[config.mk]
export PLATFORM = sky130hd
export DESIGN_NAME = regfile_sequencer
export DESIGN_NICKNAME = d
export VERILOG_FILES = /design/src/rtl/regfile_pkg.sv /design/src/rtl/rr_arbiter2.sv /design/src/rtl/regfile_sequencer.sv
export SDC_FILE = /design/constraint.sdc
export NUM_CORES = 1
export LEC_CHECK = 0
export BUFFER_PORTS_ARGS = -buffer_cell sky130_fd_sc_hd__buf_2
export CORE_ASPECT_RATIO = 1.1
export CORE_UTILIZATION = 56
export DETAILED_ROUTE_END_ITERATION = 10
export GPL_TIMING_DRIVEN = 0
export PLACE_DENSITY = 0.87
export SLEW_MARGIN = 15
export SYNTH_ARGS = -nofsm -noshare
export SYNTH_HDL_FRONTEND = slang
export SYNTH_SLANG_ARGS = --single-unit
[constraint.sdc]
create_clock -name CLK -period 4.2 [get_ports CLK]
set_input_delay 0.84 -clock CLK [delete_from_list [all_inputs] [get_ports CLK]]
set_output_delay 0.84 -clock CLK [all_outputs]
set_load 0.005 [all_outputs]
[src/rtl/regfile_pkg.sv]
// Shared types for the register-file command sequencer: data/address width defaults,
// opcode and sequencer state encodings.
package regfile_pkg;

    localparam int DEF_DATA_W = 8;
    localparam int DEF_ADDR_W = 2;

    typedef enum logic [1:0] {
        OP_LDI = 2'b00,
        OP_MOV = 2'b01,
        OP_ADD = 2'b10,
        OP_SUB = 2'b11
    } op_e;

    typedef enum logic [1:0] {
        S_IDLE  = 2'b00,
        S_READ  = 2'b01,
        S_EXEC  = 2'b10,
        S_WRITE = 2'b11
    } state_e;

endpackage

[src/rtl/rr_arbiter2.sv]
// Two-input round-robin arbiter; grant is combinational from req, same cycle.
// A tie goes to the channel not granted last; last_grant moves only on advance.
module rr_arbiter2 (
    input  logic       CLK,
    input  logic       reset,
    input  logic [1:0] req,
    input  logic       advance,
    output logic [1:0] grant
);

    logic last_grant;

    always_comb begin
        grant = 2'b00;
        case (req)
            2'b01:   grant = 2'b01;
            2'b10:   grant = 2'b10;
            2'b11:   grant = last_grant ? 2'b01 : 2'b10;
            default: grant = 2'b00;
        endcase
    end

    // Reset value 1 makes channel 0 win the first tie.
    always_ff @(posedge CLK or negedge reset) begin
        if (!reset) begin
            last_grant <= 1'b1;
        end else if (advance) begin
            last_grant <= grant[1];
        end
    end

endmodule

[src/rtl/regfile_sequencer.sv]
// Arbitrates two command channels onto the 4x8 register file; 4 cycles per command (rsp 3 after accept).
// cmd_ready only in IDLE, so a requester is stalled for the whole READ/EXEC/WRITE sequence.
module regfile_sequencer
    import regfile_pkg::*;
#(
    parameter int DATA_W = DEF_DATA_W,
    parameter int ADDR_W = DEF_ADDR_W
) (
    input  logic                CLK,
    input  logic                reset,
    input  logic [1:0]          cmd_valid,
    output logic [1:0]          cmd_ready,
    input  logic [3:0]          cmd_op,
    input  logic [2*ADDR_W-1:0] cmd_rd,
    input  logic [2*ADDR_W-1:0] cmd_rs1,
    input  logic [2*ADDR_W-1:0] cmd_rs2,
    input  logic [2*DATA_W-1:0] cmd_imm,
    output logic                rsp_valid,
    output logic                rsp_ch,
    output logic [DATA_W-1:0]   rsp_data,
    output logic                rsp_flag,
    output logic [ADDR_W-1:0]   rf_ra1,
    output logic [ADDR_W-1:0]   rf_ra2,
    input  logic [DATA_W-1:0]   rf_rd1,
    input  logic [DATA_W-1:0]   rf_rd2,
    output logic [ADDR_W-1:0]   rf_ra3,
    output logic [DATA_W-1:0]   rf_wd3,
    output logic                rf_we3
);

    typedef struct packed {
        logic              ch;
        op_e               op;
        logic [ADDR_W-1:0] rd;
        logic [ADDR_W-1:0] rs1;
        logic [ADDR_W-1:0] rs2;
        logic [DATA_W-1:0] imm;
    } cmd_t;

    state_e            state_q, state_d;
    cmd_t              cmd_q, cmd_sel;
    logic [DATA_W-1:0] op1_q, op2_q;
    logic [DATA_W-1:0] res_q, res_d;
    logic              flag_q, flag_d;
    logic [DATA_W:0]   sum, diff;
    logic [1:0]        arb_req;
    logic [1:0]        grant;
    logic              hs;

    // Requests are masked outside IDLE so cmd_ready is zero while a command is in flight.
    assign arb_req   = (state_q == S_IDLE) ? cmd_valid : 2'b00;
    assign cmd_ready = grant;
    assign hs        = |(cmd_valid & grant);

    rr_arbiter2 u_arb (
        .CLK     (CLK),
        .reset   (reset),
        .req     (arb_req),
        .advance (hs),
        .grant   (grant)
    );

    always_comb begin
        cmd_sel    = '0;
        cmd_sel.ch = grant[1];
        if (grant[1]) begin
            cmd_sel.op  = op_e'(cmd_op[3:2]);
            cmd_sel.rd  = cmd_rd[2*ADDR_W-1:ADDR_W];
            cmd_sel.rs1 = cmd_rs1[2*ADDR_W-1:ADDR_W];
            cmd_sel.rs2 = cmd_rs2[2*ADDR_W-1:ADDR_W];
            cmd_sel.imm = cmd_imm[2*DATA_W-1:DATA_W];
        end else begin
            cmd_sel.op  = op_e'(cmd_op[1:0]);
            cmd_sel.rd  = cmd_rd[ADDR_W-1:0];
            cmd_sel.rs1 = cmd_rs1[ADDR_W-1:0];
            cmd_sel.rs2 = cmd_rs2[ADDR_W-1:0];
            cmd_sel.imm = cmd_imm[DATA_W-1:0];
        end
    end

    // The MSB of the widened subtraction is the unsigned borrow.
    assign sum  = {1'b0, op1_q} + {1'b0, op2_q};
    assign diff = {1'b0, op1_q} - {1'b0, op2_q};

    always_comb begin
        res_d  = '0;
        flag_d = 1'b0;
        case (cmd_q.op)
            OP_LDI:  res_d = cmd_q.imm;
            OP_MOV:  res_d = op1_q;
            OP_ADD:  {flag_d, res_d} = sum;
            OP_SUB:  {flag_d, res_d} = diff;
            default: res_d = '0;
        endcase
    end

    always_ff @(posedge CLK or negedge reset) begin
        if (!reset) begin
            state_q <= S_IDLE;
            cmd_q   <= '0;
            op1_q   <= '0;
            op2_q   <= '0;
            res_q   <= '0;
            flag_q  <= 1'b0;
        end else begin
            state_q <= state_d;
            if (hs) begin
                cmd_q <= cmd_sel;
            end
            // Operands are captured before the write, so rd == rs uses the old value.
            if (state_q == S_READ) begin
                op1_q <= rf_rd1;
                op2_q <= rf_rd2;
            end
            if (state_q == S_EXEC) begin
                res_q  <= res_d;
                flag_q <= flag_d;
            end
        end
    end

    always_comb begin
        state_d   = state_q;
        rf_ra1    = '0;
        rf_ra2    = '0;
        rf_ra3    = '0;
        rf_wd3    = '0;
        rf_we3    = 1'b1;
        rsp_valid = 1'b0;
        rsp_ch    = 1'b0;
        rsp_data  = '0;
        rsp_flag  = 1'b0;
        case (state_q)
            S_IDLE: begin
                if (hs) begin
                    state_d = S_READ;
                end
            end
            S_READ: begin
                rf_ra1  = cmd_q.rs1;
                rf_ra2  = cmd_q.rs2;
                state_d = S_EXEC;
            end
            S_EXEC: begin
                state_d = S_WRITE;
            end
            S_WRITE: begin
                rf_we3    = 1'b0;
                rf_ra3    = cmd_q.rd;
                rf_wd3    = res_q;
                rsp_valid = 1'b1;
                rsp_ch    = cmd_q.ch;
                rsp_data  = res_q;
                rsp_flag  = flag_q;
                state_d   = S_IDLE;
            end
            default: state_d = S_IDLE;
        endcase
    end

endmodule

==> summary.md <==
| Metric | Value |
|---|---|
| Status | complete, no violations |
| Critical Path, Cell by Cell | inv_1, ha_1, clkbuf_1, clkbuf_1, and2_1, buf_2 |
| Initial drt markers | 188 |
| H-Tree Depth | 2 |
| Post-place setup slack | 1450 ps |
| Top cell by count, worst path | clkbuf_1 |
| Clk_skew | 7.38 ps |
| Die H | 80.1 µm |
| Dpl hpwl | 5120 µm |
| Global-route wire length before repair | 11,200 µm |
| Dpl cells | 470 |
| Total negative slack for setup checks | 0 ps |
| Layout overhead on the synthesized area | 19.6% |
| Post-synth EDFFs | 0 |
| Final worst slack | 1100 ps |
| Clock latency on the worst-skew pair | 300 ps |
| Final worst path period share | 0.738 |
| Synthesis-stage register bit count | 45 |
| Final number of setup-violating endpoints | 0 |
| Layout cells sized above 1 | 0.340 |
| Hold WC Path Type | reg -> reg |
| Clock Pin Slew Worst Setup and Hold Paths | 80 ps |
| Drt pass-1 iters | 4 |
| Crit-path max FO | 10 |
| Commonest non-fill, non-tap cell in the layout | buf_2 |
| CP Buf/Inv Count | 4 |
| I/O Pins | 80 |
| CTS Hold Buffers Added | 0 |
| Syn Inst Count | 316 |
| Drt via density | 5.25 |
| Clock Path Buffers | 2 |
| Rel. slew slack | 0.335 |
| Vias in the first global route | 2,369 |
| Worst IR Drop VDD | 0.417 mV |
| Worst setup EP type | output port |
| Row count | 28 |
| Worst Path Arrival | 2260 ps |
| Syn Area/Cell | 9.83 µm² |
| CP max stage delay | 490 ps |
| Fillers | 420 |
| Final Max Tran Viols | 0 |
| Asr flop ratio synth | 1.00 |
| Most frequent cells in the layout | buf_2 (80), dfrtp_1 (44), nand2_1 (34) |
| Hold_ws | 472 ps |
| Synth Net Count | 392 |
| RePlAce Congestion | 0.853 |
| Die area | 5850 µm² |
| Largest net degree at the start of global routing | 46 |
| Critical-path top delay cell | clkbuf_1 |
| Family with the most delay on the worst path | buffers and inverters |
| CP Launch Type | flip-flop |
| Initial core utilization | 0.579 |
| Antenna fix cells | 0 |
| DR WL/cell | 14.1 µm |
| RSZ-0062 raised after global routing | no |
| Post_cts resized | 0 |
| Root Driver | clkbuf_8 |
| Area of the core | 5360 µm² |
| Nets | 478 |
| CTS Buf Count | 5 |
| Hold Vio Cnt, Final | 0 |
| Initial antenna violation count | 0 |
| Tightest Pin Transition | 997 ps |
| Die width | 73 µm |
| DR DRC count | 0 |
| Overall routing resource usage | 0.254 |
| Input/output buffers | 79 |
| CTS tree | built |
| Pwr/cell area | 835 nW/µm² |
| Yosys warnings | 0 |
| Critical path class | reg -> out |
| CTS Sinks | 45 |
| Total number of vias | 2,511 |
| Max-cap violations | 0 |
| Synthesized area | 3110 µm² |
| Max Fclk | 0.323 GHz |
| Crit path required time | 3360 ps |
| Sequential area share after synthesis | 0.363 |
| Synth unique cells | 58 |
| Total routed wirelength | 6750 µm |
| Main synth FF type | dfrtp_1 |
| Post-route minimum period | 3100 ps |
| Layout Cells excl Fill | 478 |
| Setup bufs post-CTS | 0 |
| Pleak | 1.95 nW |
| GRT overflow | 0 |
| Detail Route Antenna Nets | 0 |
per-stage QoR:
| stage | power, mW | util | cell area, µm² |
|---|---|---|---|
| 2_1_floorplan | 2.27 | - | 3110 |
| 3_3_place_gp | 2.67 | 0.671 | 3590 |
| 3_5_place_dp | 2.75 | 0.671 | 3590 |
| 4_1_cts | 3.11 | 0.693 | 3710 |
| 5_1_grt | 3.37 | 0.693 | 3710 |
| 6_report | 3.10 | 0.693 | 3710 |
tightest hold or removal path, delay by kind of cell (launching register included):
family | cells | cell delay (ps)
DFF | 1 | 380
and+or+nand+nor | 2 | 90
power breakdown:
part           switching, mW  total [mW]  internal, mW
Combinational          0.999        1.94         0.937
Clock                  0.155       0.349         0.194
Sequential             0.158       0.816         0.658
registers in the layout (all words and copies together) (netlist names):
signal            flops
cmd_q                17
op1_q                 8
op2_q                 8
res_q                 8
state_q               2
flag_q                1
u_arb.last_grant      1
cells by family after synthesis:
group | synth area share
XOR/XNOR | 0.0141
AND/OR/NAND/NOR | 0.154
buffers and inverters | 0.0939
flip-flops | 0.363
adder cells (fa/ha/maj) | 0.102
AO/OA/AOI/OAI | 0.141
multiplexers | 0.132
path summary, 6_finish.rpt:
kind                                  start          endpoint  slack [ps]  cells past startpoint
max                              state_q[1]         rf_ra1[0]        1100                      6
min                        u_arb.last_grant  u_arb.last_grant         470                      2
max reg2reg                        op1_q[0]          res_q[6]        1920                      7
min reg2reg                u_arb.last_grant  u_arb.last_grant         470                      2
max in group asynchronous             reset          res_q[4]        2880                      1
min in group asynchronous             reset          cmd_q[9]         700                      1
synthesized netlist by cell type, drive strengths merged, types with 2 or more instances:
master | n | area share
o211ai | 2 | 0.0048
ha | 22 | 0.089
nor3b | 5 | 0.014
o22ai | 2 | 0.0081
nand2b | 3 | 0.0060
and2 | 15 | 0.030
a21oi | 11 | 0.018
o21ai | 30 | 0.050
nor3 | 2 | 0.0032
a221oi | 2 | 0.0077
fa | 2 | 0.013
or4 | 2 | 0.0052
buf | 15 | 0.039
nor2b | 9 | 0.019
mux2i | 20 | 0.064
nand3 | 4 | 0.0064
a21o | 3 | 0.0073
mux2 | 16 | 0.060
xnor2 | 4 | 0.011
inv | 19 | 0.023
a211oi | 3 | 0.011
nor2 | 12 | 0.015
dfrtp | 44 | 0.35
nand2 | 34 | 0.041
clkbuf | 13 | 0.029
area by class of cell:
class / count / area [µm²] / share of cell area
buffer: 29 / 220 / 0.0593
clock buffer: 6 / 82.6 / 0.0222
clock inverter: 2 / 37.5 / 0.0101
inverter: 19 / 71.3 / 0.0192
multi-input combinational: 223 / 1690 / 0.454
sequential: 45 / 1130 / 0.303
tap: 75 / 93.8 / 0.0253
timing repair buffer: 79 / 395 / 0.106
layer usage:
metal | track usage | vias to the layer above | routed length (µm)
met2 | 0.440 | 87 | 3410
met1 | 0.320 | 1175 | 2910
met5 | 0 | - | 0
met4 | 0.0765 | 0 | 85
met3 | 0.0464 | 8 | 340
li1 | - | 1241 | -
(Power assumes the default switching activity.)
